<file path="src/rtl/dec38_pkg.sv">
// Shared types and limits for the registered 3-to-8 strobe decoder.
package dec38_pkg;

    localparam int unsigned CNT_W    = 8;
    localparam int unsigned HOLD_MIN = 1;
    localparam int unsigned HOLD_MAX = 255;
    localparam int unsigned GAP_MAX  = 255;

    typedef enum logic [1:0] {
        IDLE = 2'b00,
        HOLD = 2'b01,
        GAP  = 2'b10
    } state_t;

    typedef logic [CNT_W-1:0] cnt_t;

endpackage

</file>
<file path="src/rtl/dec38_onehot.sv">
// Combinational 3-to-8 one-hot expander.
module dec38_onehot (
    input  logic [2:0] sel,
    output logic [7:0] onehot
);

    assign onehot = 8'(1) << sel;

endmodule

</file>
<file path="src/rtl/decoder3_8_strobe.sv">
// Registered 3-to-8 decoder with valid/ready intake, timed one-hot strobe and gap.
// Optional even-parity check on the code is enabled with DEC38_PARITY_EN.
module decoder3_8_strobe
    import dec38_pkg::*;
#(
    parameter int unsigned HOLD_CYCLES = 4,
    parameter int unsigned GAP_CYCLES  = 1
) (
    input  logic       CP,
    input  logic       RST,
    input  logic [2:0] CODE,
    input  logic       VALID,
    output logic       READY,
    output logic [7:0] out,
    output logic       BUSY,
    output logic       DONE
`ifdef DEC38_PARITY_EN
    ,
    input  logic       PAR,
    output logic       ERR
`endif
);

    state_t     state;
    cnt_t       cnt;
    logic [2:0] code_q;
    logic [2:0] sel;
    logic [7:0] onehot;
    logic       accept;
    logic       code_ok;

    if (HOLD_CYCLES < HOLD_MIN || HOLD_CYCLES > HOLD_MAX || GAP_CYCLES > GAP_MAX) begin : g_bad_param
        $error("decoder3_8_strobe: HOLD_CYCLES or GAP_CYCLES out of range");
    end

    assign READY  = (state == IDLE);
    assign accept = VALID && READY;

`ifdef DEC38_PARITY_EN
    assign code_ok = ~^{PAR, CODE};
`else
    assign code_ok = 1'b1;
`endif

    // Expand the incoming code at accept, the latched code while holding.
    assign sel = (state == IDLE) ? CODE : code_q;

    dec38_onehot u_onehot (
        .sel    (sel),
        .onehot (onehot)
    );

    always_ff @(posedge CP) begin
        if (RST) begin
            state  <= IDLE;
            cnt    <= '0;
            code_q <= '0;
            out    <= '0;
            BUSY   <= 1'b0;
            DONE   <= 1'b0;
`ifdef DEC38_PARITY_EN
            ERR    <= 1'b0;
`endif
        end else begin
            DONE <= 1'b0;
`ifdef DEC38_PARITY_EN
            ERR  <= 1'b0;
`endif
            case (state)
                IDLE: begin
                    if (accept) begin
                        if (code_ok) begin
                            state  <= HOLD;
                            code_q <= CODE;
                            out    <= onehot;
                            cnt    <= CNT_W'(HOLD_CYCLES - 1);
                            BUSY   <= 1'b1;
                        end
`ifdef DEC38_PARITY_EN
                        else begin
                            ERR <= 1'b1;
                        end
`endif
                    end
                end
                HOLD: begin
                    if (cnt != '0) begin
                        cnt <= cnt - CNT_W'(1);
                        out <= onehot;
                    end else if (GAP_CYCLES > 0) begin
                        state <= GAP;
                        out   <= '0;
                        cnt   <= CNT_W'(GAP_CYCLES - 1);
                    end else begin
                        state <= IDLE;
                        out   <= '0;
                        BUSY  <= 1'b0;
                        DONE  <= 1'b1;
                    end
                end
                GAP: begin
                    if (cnt != '0) begin
                        cnt <= cnt - CNT_W'(1);
                    end else begin
                        state <= IDLE;
                        BUSY  <= 1'b0;
                        DONE  <= 1'b1;
                    end
                end
                default: begin
                    state <= IDLE;
                    out   <= '0;
                    BUSY  <= 1'b0;
                    cnt   <= '0;
                end
            endcase
        end
    end

endmodule
</file>
<file path="config.mk">
export PLATFORM = sky130hd
export DESIGN_NAME = decoder3_8_strobe
export DESIGN_NICKNAME = d
export VERILOG_FILES = /design/src/rtl/dec38_pkg.sv /design/src/rtl/dec38_onehot.sv /design/src/rtl/decoder3_8_strobe.sv
export SDC_FILE = /design/constraint.sdc
export NUM_CORES = 1
export LEC_CHECK = 0
export ABC_AREA = 1
export CAP_MARGIN = 20
export CORE_ASPECT_RATIO = 0.6
export CORE_MARGIN = 5
export CORE_UTILIZATION = 30
export CTS_BUF_LIST = sky130_fd_sc_hd__clkbuf_4
export DETAILED_ROUTE_END_ITERATION = 6
export PLACE_DENSITY = 0.54
export SETUP_SLACK_MARGIN = 0.2
export SLEW_MARGIN = 20
export SYNTH_ARGS = -nofsm -noshare
export SYNTH_HDL_FRONTEND = slang
export SYNTH_HIERARCHICAL = 1
export SYNTH_SLANG_ARGS = --single-unit
</file>
<file path="constraint.sdc">
create_clock -name CP -period 2.8 [get_ports CP]
set_input_delay 0.42 -clock CP [delete_from_list [all_inputs] [get_ports CP]]
set_output_delay 0.42 -clock CP [all_outputs]
set_load 0.005 [all_outputs]
</file>
After elaboration in Yosys (flattened, before gate mapping)
Cells that the tools add are included.

storage, ports and cells
  flip-flop bits (word level) = 23
  input bits = 6

cells by class
  add/sub/neg operators = 1
  equal/unequal tests = 6
  shifts and indexed selects = 1
  muxes and demuxes = 16
  bitwise operators = 2
  reduce and logical (&&, ||, !) cells = 9

operators with widths
  cell                 number
  $pmux 8 s3           2
  $mux 8               5
  $reduce_bool 8->1    1
  $shl 1x3->8 const A  1
  $sub 8x1->8 const B  1
  $mux 2               3
  $ne 2x2->1 const B   3
  $pmux 2 s3           1
  $reduce_and 2->1     3
  $reduce_and 3->1     2
  $mux 1               3
  $mux 3               1
  $pmux 1 s3           1
  $eq 2x1->1 const B   1
  $eq 2x2->1 const B   1
  $logic_not 2->1      1
  $ne 2x1->1 const B   1
  $not 1->1            2
  $reduce_or 2->1      1
  $logic_and 1x1->1    1

Logic depth before layout (Yosys ltp)
Gate-level depths: netlist (run 1).

  depth in word-level cells = 5
  gate-level depth with buffers = 11
  depth with buffers taken out = 11

Cells and area by module
The synthesis (run 1) kept the hierarchy.

modules (own cells, without submodules)
  module             times used  cells each  area each (µm²)
  decoder3_8_strobe  1           158         1,094.8
  dec38_onehot       1           15          56.3

Worst setup path before layout (run 1)
Ideal clock, no wire load.

  path type = register to register
  start = register cnt[0]
  end = register cnt[2]
  library setup time = 110 ps
  arrival time = 1,237 ps
  data required time = 2,690 ps
  path slack = 1,453 ps
  stages on the path, launching flop included = 12
  cell sequence = dfxtp_1 > inv_1 > ha_1 > nand3_1 > nor2_1 > nand2_2 > nand2_4 > inv_2 > nand2_1 > nand2_1 > nand2_1 > nor2_1

on the way
  word-level cells in the longest chain between the ends = 3

ends and longest elaborated chain
  element                                                  RTL line                  text
  start, declared                                          decoder3_8_strobe.sv:25   cnt_t cnt;
  start signal, assigned                                   decoder3_8_strobe.sv:76   cnt <= CNT_W'(HOLD_CYCLES - 1);
  start signal, assigned                                   decoder3_8_strobe.sv:88   cnt <= cnt - CNT_W'(1);
  start signal, assigned                                   decoder3_8_strobe.sv:93   cnt <= CNT_W'(GAP_CYCLES - 1);
  $sub 8x1->8 / $reduce_bool 8->1 (equally long branches)  --
  $mux 8, or another cell as far along                     decoder3_8_strobe.sv:102  if (cnt != '0) begin
  $pmux 8 s3 / $reduce_and 2->1 (equally long branches)    --

Parallel ways exist; a longest one is shown, timed or not. The select of a mux whose other input is x is not followed.
A chain may end at the register's enable or synchronous reset.

Worst setup path in the final report (run 1)
  start = register state[1]
  end = output READY

on the way
  word-level cells in the longest chain between the ends = 1

ends and longest elaborated chain
  element                 RTL line                 text
  start, declared         decoder3_8_strobe.sv:24  state_t state;
  start signal, assigned  decoder3_8_strobe.sv:55  state <= IDLE;
  start signal, assigned  decoder3_8_strobe.sv:73  state <= HOLD;
  start signal, assigned  decoder3_8_strobe.sv:91  state <= GAP;
  $logic_not 2->1         decoder3_8_strobe.sv:36  assign READY = (state == IDLE);
  end, declared           decoder3_8_strobe.sv:13  output logic READY,

No other way between the ends.

==> impl_metrics.yaml, run 1 <==
outcome:
  run_status: "finished clean"
power:
  clock_network_power_share_pct: 15.0
  cell_pwr_density_nw_per_um2: 737
  sequentialPowerShare_pct: 40.2
  internal_power_uw: 593
  finalPower_uw: 1030
  vdd_ir_drop_max_mv: 0.247
  switching_power_uw: 434
  p_leak_uw: 0.000593
  power.switching_fraction_pct: 42.3
  power.combinational.fraction_pct: 44.9
worst_setup_path:
  worst_ep_required_time_ns: 2.38
  slowest_delay_ns: 0.54
  reg2reg_setup_slack_ns: 1.11
  end_kind: "primary output"
  arrival_time_at_the_worst_endpoint_ns: 1.49
  worst-path-max-fanout: 9
  timing.critical_path.cells: "nor2_4, clkdlybuf4s50_1"
  r2r_cells: 6
  master_of_the_slowest_instance_on_the_critical_path: "sky130_fd_sc_hd__clkdlybuf4s50_1"
  criticalPathCategory: "flop to primary output"
  startpoint_type: "flop"
final_layout:
  layout.cells.most_common: "sky130_fd_sc_hd__nand2_1"
  layout.cells.most_common_list: "sky130_fd_sc_hd__nand2_1 (50), sky130_fd_sc_hd__dfxtp_1 (23), sky130_fd_sc_hd__nor2_1 (21)"
  final_nets: 201
  antennaDiodeCount: 0
  area_delta_synth_final_pct: 21.1
  share_of_layout_cells_above_drive_strength_1_pct: 11.5
clocking:
  clkSlewWorstSetupHoldPaths_ns: 0.13
  clockRootBuffer: "sky130_fd_sc_hd__clkbuf_4"
  clkLatencyLatePin_ns: 0.31
  hold_buffers: 0
  cts.sink_count: 23
  cts_tree: "built"
  post_cts_resize_count: 0
  cts_htree_levels: 1
  post-cts-setup-buffers: 0
  buffer_levels_on_the_longest_clock_path: 2
  cts-buffers-inserted: 3
grt:
  grtUsageTotal_pct: 10.6
  number_of_antenna_violations_at_the_first_check_in_global_routing: 0
  largest_net_degree_at_the_start_of_global_routing: 16
  via_count_of_the_first_global_routing_pass: 998
  grt-ovfl-total: 0
  grt_first_pass_wirelength_um: 4500
logic_synthesis:
  ys_seq_area_share_pct: 40.0
  synth.net_count: 181
  total_standard_cell_area_after_synthesis_um2: 1150
  yosys_register_bits: 23
  synth_area_per_cell_um2: 6.65
  netlist_instances: 173
  ys_types: 18
  synth_warnings: 6
routing:
  initialDrtViolationCount: 103
  drt_pass1_iterations: 4
  vias: 1105
  routed_wl_um: 2820
  route.detailed.vias_per_inst: 4.62
  drc: 0
  drt.antenna.violating_nets: 0
  routed_wire_length_per_instance_um: 11.8
timing:
  timing.final.crit_period_ns: 1.91
  setup_repair_after_global_routing_missed_its_margin: "no"
  finalClockSkew_ns: 0.00869
  setup_viol_count_final: 0
  totalNegativeSetupSlack_ns: 0
  max-slew-margin-rel_pct: 53.2
  slew_violations: 0
  layout_worst_path_cycle_share_pct: 68.2
  final.hold.worst_slack_ns: 0.467
  max_freq_mhz: 524
  worstMarginPinSlew_ns: 0.694
  hold_viol: 0
placement:
  global_placement_routability_congestion: 0.801
  port-buffer-count: 16
  hpwlAfterDp_um: 2240
floorplanning:
  dieArea_um2: 5220
  die_height_um: 58.0
  floorplan.initialDensity_pct: 31.3
  coreArea_um2: 3680
  rows: 17
  ioPinCount: 17
  die_width_um: 90.0
worst_hold_path:
  min_path_cells: 2
  hold_path_class: "flop to flop"
run:
  drv.max_cap_violation_count: 0
[sequential cells by signal, summed over array words and instances (netlist names)]
register  count
cnt           8
state         2
DONE          1
BUSY          1
code_q        3
out           8
[metrics by stage]
stage,utilization (%),instance area (µm²),cells,setup slack [ns]
2_1_floorplan,-,1150,173,1.45
3_3_place_gp,37.1,1370,235,1.04
3_5_place_dp,37.1,1370,235,1.03
4_1_cts,37.9,1390,239,0.877
5_1_grt,37.9,1390,239,0.809
6_report,37.9,1390,239,0.892
[synthesized netlist by cell type, drive strengths merged]
| cell type | number | area, µm² |
|---|---|---|
| nand2 | 53 | 211 |
| nor2 | 26 | 115 |
| inv | 25 | 93.8 |
| dfxtp | 23 | 460 |
| a21oi | 18 | 113 |
| nand3 | 10 | 50.1 |
| o21ai | 9 | 45.0 |
| nand4 | 3 | 18.8 |
| nor3 | 3 | 15.0 |
| ha | 2 | 25.0 |
| clkbuf | 1 | 3.75 |
[logic make-up (layout without fill, tap and decap cells)]
family	count (synthesis)	after routing	synth area share (%)
buf+inv	26	45	8.48
simple gates	95	95	35.7
fa+ha+maj	2	2	2.17
compound gates	27	27	13.7
flops	23	23	40.0
[final timing paths]
path,start,to
setup reg to reg,state[0],out[5]
setup / recovery,state[1],READY
hold reg to reg,code_q[1],code_q[1]
hold / removal,code_q[1],code_q[1]
[worst max-delay path: cells and delay by family (launching register included)]
kind	cells	cell delay, ns
buf+inv	1	0.54
flops	1	0.40
simple gates	1	0.23
[area by class of cell]
cell class                 instances  area (µm²)
clock inverter                     1        5.00
multi-input combinational        124         593
timing repair buffer              16         160
fill                             392        2290
clock buffer                       3        22.5
sequential                        23         460
inverter                          25        93.8
tap                               47        58.8
[power by group through the flow]
| stage | registers (µW) | logic [µW] | clock network [µW] |
|---|---|---|---|
| after floorplan | 415 | 326 | 0 |
| after global placement | 419 | 448 | 0 |
| after detailed placement | 419 | 455 | 0 |
| after CTS | 412 | 457 | 161 |
| after global routing | 418 | 521 | 171 |
| final | 413 | 461 | 154 |
[layer usage]
layer  GRT usage [%]  part of all wire (%)
met2            14.1                    37
met4            2.55                  0.81
met1            15.2                    54
met5               0                     0
met3            4.93                   7.8
No activity file was read; power rests on OpenSTA's default activity.
==> run 2: changes to the inputs <==
--- a/config.mk
+++ b/config.mk
@@ -12,7 +12,7 @@
 export CORE_UTILIZATION = 30
 export CTS_BUF_LIST = sky130_fd_sc_hd__clkbuf_4
 export DETAILED_ROUTE_END_ITERATION = 6
-export PLACE_DENSITY = 0.54
+export PLACE_DENSITY = 0.56
 export SETUP_SLACK_MARGIN = 0.2
 export SLEW_MARGIN = 20
 export SYNTH_ARGS = -nofsm -noshare
==> constraint.sdc (replaced) <==
create_clock -name CP -period 1.6 [get_ports CP]
set_input_delay 0.24 -clock CP [delete_from_list [all_inputs] [get_ports CP]]
set_output_delay 0.24 -clock CP [all_outputs]
set_load 0.005 [all_outputs]
==> impl_metrics.yaml, run 2 (same netlist as run 1, synthesis figures left out) <==
worst_setup_path:
  reg2reg_to: "DONE"
  end_kind: "flop"
  arrival_time_at_the_worst_endpoint_ns: 1.68
  r2r_cells: 9
  startpoint_type: "flop"
  criticalPathCategory: "flop to flop"
  reg2reg_setup_slack_ns: 0.19
  worst-path-max-fanout: 3
  r2r_start: "cnt[1]"
  worst_ep_required_time_ns: 1.86
final_layout:
  share_of_layout_cells_above_drive_strength_1_pct: 33.2
  fillerInstances: 380
  layout.core_utilization_pct: 45.2
  antennaDiodeCount: 0
  layout.cells.most_common_list: "sky130_fd_sc_hd__nand2_1 (47), sky130_fd_sc_hd__buf_4 (18), sky130_fd_sc_hd__nor2_1 (16)"
  area_delta_synth_final_pct: 44.3
  final_nets: 220
  reg_top3: "cnt (8), out (8), code_q (3)"
  multi_input_comb_area_um2: 701
  layout.cells.most_common: "sky130_fd_sc_hd__nand2_1"
  sequential_cell_area_um2: 479
worst_hold_path:
  hold_path.startpoint: "code_q[0]"
  hold_path_class: "flop to flop"
  min_path_cells: 2
  holdPathEnd: "code_q[0]"
power:
  power.combinational.fraction_pct: 53.2
  finalPower_uw: 2160
  switching_power_uw: 915
  cell_pwr_density_nw_per_um2: 1300
  sequentialPowerShare_pct: 33.8
  p_leak_uw: 0.000781
  vdd_ir_drop_max_mv: 0.474
  power.switching_fraction_pct: 42.4
  clock_network_power_share_pct: 13.0
  internal_power_uw: 1240
timing:
  totalNegativeSetupSlack_ns: 0
  hold_viol: 0
  setup_viol_count_final: 0
  finalClockSkew_ns: 0.00476
  worstMarginPinSlew_ns: 0.336
  max-slew-margin-rel_pct: 77.5
  max_freq_mhz: 708
  setup_repair_after_global_routing_missed_its_margin: "yes"
  slew_violations: 0
  timing.final.crit_period_ns: 1.41
  layout_worst_path_cycle_share_pct: 88.2
floorplanning:
  rows: 17
  die_width_um: 90.0
  floorplan.initialDensity_pct: 31.3
  die_height_um: 58.0
  dieArea_um2: 5220
  coreArea_um2: 3680
  ioPinCount: 17
grt:
  largest_net_degree_at_the_start_of_global_routing: 14
  grt-ovfl-total: 0
  grt_first_pass_wirelength_um: 4730
  grtUsageTotal_pct: 11.2
  via_count_of_the_first_global_routing_pass: 984
  number_of_antenna_violations_at_the_first_check_in_global_routing: 0
routing:
  route.detailed.vias_per_inst: 4.42
  routed_wl_um: 2960
  drc: 0
  routed_wire_length_per_instance_um: 11.5
  vias: 1140
  initialDrtViolationCount: 53
  drt_pass1_iterations: 4
  drt.antenna.violating_nets: 0
clocking:
  buffer_levels_on_the_longest_clock_path: 2
  clockRootBuffer: "sky130_fd_sc_hd__clkbuf_4"
  cts_htree_levels: 1
  cts_tree: "built"
  clkSlewWorstSetupHoldPaths_ns: 0.14
  cts.sink_count: 23
  cts-buffers-inserted: 3
  hold_buffers: 0
  clkLatencyLatePin_ns: 0.32
run:
  drv.max_cap_violation_count: 0
outcome:
  run_status: "finished clean"
placement:
  global_placement_routability_congestion: 0.807
  hpwlAfterDp_um: 2100
  port-buffer-count: 16
[run 2: critical path: stages (launching register included)]
cell and delay (ns):
sky130_fd_sc_hd__dfxtp_2 0.35, sky130_fd_sc_hd__inv_2 0.07, sky130_fd_sc_hd__ha_4 0.15, sky130_fd_sc_hd__nand3_2 0.09, sky130_fd_sc_hd__nor2_4 0.16, sky130_fd_sc_hd__nand2_4 0.09, sky130_fd_sc_hd__buf_4 0.14, sky130_fd_sc_hd__buf_4 0.12
sky130_fd_sc_hd__buf_4 0.12, sky130_fd_sc_hd__nor2_1 0.07
[run 2: per-layer routing]
layer,wire length (µm),GRT usage [%],up-vias
li1,-,-,624
met1,1650,18.3,478
met2,1110,12.8,32
met3,166,4.15,6
met4,38,2.76,0
met5,0,0,-
[run 2: how the worst max path moves through the flow]
stage / from / endpoint / slack [ns] / cells after the start
6_report: cnt[1] / DONE / 0.19 / 9
5_1_grt: cnt[1] / DONE / 0.15 / 9
3_3_place_gp: VALID / cnt[7] / 0.03 / 8
2_1_floorplan: cnt[0] / cnt[2] / 0.25 / 11
4_1_cts: state[1] / out[6] / 0.20 / 7
3_5_place_dp: VALID / cnt[2] / 0.02 / 9
[run 2: repair_timing]
item,4_1_cts,5_1_grt
endpoints found under the hold margin,0,0
endpoints found under the setup margin,26,19
gates resized for setup,23,35
setup buffers,6,5
pin swaps,4,11
[run 2: final cells by class]
| cell class | count | area share, % |
|---|---|---|
| repair buffers | 35 | 17.8 |
| clock inverters | 1 | 0.301 |
| multi-input cells | 124 | 42.2 |
| flip-flops and latches | 23 | 28.8 |
| inverters | 25 | 5.95 |
| clock buffers | 3 | 1.36 |
| well taps | 47 | 3.54 |
[run 2: through the flow]
| step | std cells | instance area (µm²) | hold WS [ns] | worst slack (ns) |
|---|---|---|---|---|
| 6_report | 258 | 1660 | 0.462 | 0.188 |
| 5_1_grt | 258 | 1660 | 0.483 | 0.153 |
| 4_1_cts | 253 | 1500 | 0.458 | 0.202 |
| 3_5_place_dp | 243 | 1430 | 0.439 | 0.0192 |
| 3_3_place_gp | 243 | 1430 | 0.443 | 0.0288 |
| 2_1_floorplan | 173 | 1150 | 0.309 | 0.253 |
[run 2: power groups by stage]
stage / logic (µW) / clock network (µW) / registers (µW)
after detailed placement: 855 / 0 / 727
final: 1150 / 281 / 730
after global placement: 859 / 0 / 731
after global routing: 1280 / 318 / 741
after floorplan: 570 / 0 / 727
after CTS: 903 / 293 / 721
==> run 3: changes to the inputs <==
--- a/config.mk
+++ b/config.mk
@@ -6,6 +6,7 @@
 export NUM_CORES = 1
 export LEC_CHECK = 0
 export ABC_AREA = 1
+export ABC_CLOCK_PERIOD_IN_PS = 1600
 export CAP_MARGIN = 20
 export CORE_ASPECT_RATIO = 0.6
 export CORE_MARGIN = 5
@@ -13,6 +14,7 @@
 export CTS_BUF_LIST = sky130_fd_sc_hd__clkbuf_4
 export DETAILED_ROUTE_END_ITERATION = 6
 export PLACE_DENSITY = 0.56
+export RECOVER_POWER = 50
 export SETUP_SLACK_MARGIN = 0.2
 export SLEW_MARGIN = 20
 export SYNTH_ARGS = -nofsm -noshare
==> impl_metrics.yaml, run 3 (same netlist as run 1, synthesis figures left out) <==
final_layout:
  final_nets: 220
  area_delta_synth_final_pct: 43.0
  antennaDiodeCount: 0
  final_area_um2: 1650
  share_of_layout_cells_above_drive_strength_1_pct: 28.9
  layout.cells.most_common: "sky130_fd_sc_hd__nand2_1"
  sequential_cell_area_um2: 469
  layout.cells.most_common_list: "sky130_fd_sc_hd__nand2_1 (48), sky130_fd_sc_hd__dfxtp_1 (18), sky130_fd_sc_hd__buf_4 (18)"
  final_instance_count_without_filler_cells: 258
  reg_top3: "cnt (8), out (8), code_q (3)"
  multi_input_comb_area_um2: 698
  layout.core_utilization_pct: 44.7
  fillerInstances: 387
worst_setup_path:
  end_kind: "flop"
  arrival_time_at_the_worst_endpoint_ns: 1.67
  criticalPathCategory: "flop to flop"
  worst_ep_required_time_ns: 1.86
  worst-path-max-fanout: 3
  startpoint_type: "flop"
clocking:
  cts_htree_levels: 1
  clockRootBuffer: "sky130_fd_sc_hd__clkbuf_4"
  cts-buffers-inserted: 3
  buffer_levels_on_the_longest_clock_path: 2
  cts.sink_count: 23
  hold_buffers: 0
  cts_tree: "built"
  clkSlewWorstSetupHoldPaths_ns: 0.14
  clkLatencyLatePin_ns: 0.32
timing:
  timing.final.crit_period_ns: 1.41
  setup_repair_after_global_routing_missed_its_margin: "yes"
  worstMarginPinSlew_ns: 0.339
  hold_viol: 0
  layout_worst_path_cycle_share_pct: 88.2
  max-slew-margin-rel_pct: 77.3
  totalNegativeSetupSlack_ns: 0
  finalClockSkew_ns: 0.00451
  slew_violations: 0
  setup_viol_count_final: 0
  max_freq_mhz: 709
  final_critical_path_setup_slack_ns: 0.189
placement:
  worst_slack_placed_ns: 0.0192
  place_area_um2: 1430
  post-place-cells: 243
  port-buffer-count: 16
  hpwlAfterDp_um: 2100
  global_placement_routability_congestion: 0.807
grt:
  grtUsageTotal_pct: 11.2
  via_count_of_the_first_global_routing_pass: 984
  largest_net_degree_at_the_start_of_global_routing: 14
  number_of_antenna_violations_at_the_first_check_in_global_routing: 0
  grt-ovfl-total: 0
  grt_first_pass_wirelength_um: 4730
floorplanning:
  die_height_um: 58.0
  coreArea_um2: 3680
  ioPinCount: 17
  rows: 17
  die_width_um: 90.0
  dieArea_um2: 5220
  floorplan.initialDensity_pct: 31.3
power:
  switching_power_uw: 908
  vdd_ir_drop_max_mv: 0.473
  clock_network_power_share_pct: 13.1
  sequentialPowerShare_pct: 33.9
  p_leak_uw: 0.000758
  power.combinational.fraction_pct: 53.0
  cell_pwr_density_nw_per_um2: 1300
  internal_power_uw: 1230
  power.switching_fraction_pct: 42.4
outcome:
  run_status: "finished clean"
routing:
  routed_wl_um: 2960
  drt.antenna.violating_nets: 0
  drt_pass1_iterations: 4
  vias: 1139
  drc: 0
  routed_wire_length_per_instance_um: 11.5
  initialDrtViolationCount: 61
  route.detailed.vias_per_inst: 4.41
run:
  drv.max_cap_violation_count: 0
worst_hold_path:
  hold_path_class: "flop to flop"
run 3: cell types whose count changed in the layout (fill, tap and decap cells not counted), sizes merged:
cell / delta
clkdlybuf4s25: +1
dlymetal6s2s: -1
run 3: power groups by stage:
stage,clock network (µW),logic (µW),registers [µW]
final,281,1140,726
after detailed placement,0,855,727
after global placement,0,859,731
after global routing,318,1270,737
after floorplan,0,570,727
after CTS,293,903,721
run 3: final timing paths:
| check | start | endpoint | slack, ns | cells past startpoint |
|---|---|---|---|---|
| worst max register to register | cnt[1] | DONE | 0.19 | 9 |
| worst min register to register | code_q[0] | code_q[0] | 0.46 | 2 |
| worst min-delay path | code_q[0] | code_q[0] | 0.46 | 2 |
| worst max-delay path | cnt[1] | DONE | 0.19 | 9 |
run 3: metrics by stage:
step | total power (µW) | hold WS (ns)
finish | 2140 | 0.462
global route | 2330 | 0.491
CTS | 1920 | 0.458
detailed placement | 1580 | 0.439
global placement | 1590 | 0.443
floorplan | 1300 | 0.309
run 3: area by class of cell:
class | count | share of cell area, %
Multi-Input combinational cell | 124 | 42.4
Sequential cell | 23 | 28.5
Timing Repair Buffer | 35 | 17.9
Inverter | 25 | 6.00
Tap cell | 47 | 3.57
Clock buffer | 3 | 1.37
Clock inverter | 1 | 0.304
run 3: worst max-delay path, cell delays in order (launching register included):
cell and delay, ns:
sky130_fd_sc_hd__dfxtp_2 0.35, sky130_fd_sc_hd__inv_2 0.07, sky130_fd_sc_hd__ha_4 0.15, sky130_fd_sc_hd__nand3_2 0.09
sky130_fd_sc_hd__nor2_4 0.16, sky130_fd_sc_hd__nand2_4 0.09, sky130_fd_sc_hd__buf_4 0.15, sky130_fd_sc_hd__buf_4 0.12
sky130_fd_sc_hd__buf_4 0.12, sky130_fd_sc_hd__nor2_1 0.07
run 3: layer usage:
metal | part of all wire [%] | global-route usage, % | up-vias
li1 | - | - | 625
met3 | 7.3 | 4.15 | 4
met1 | 54 | 18.3 | 473
met5 | 0 | 0 | -
met2 | 38 | 12.8 | 37
met4 | 1.0 | 2.76 | 0
run 3: repair_timing:
action,4_1_cts,5_1_grt
buffers inserted,6,5
setup endpoints to repair,26,19
resized for setup,23,35
pin swaps,4,11
endpoints found under the hold margin,0,0
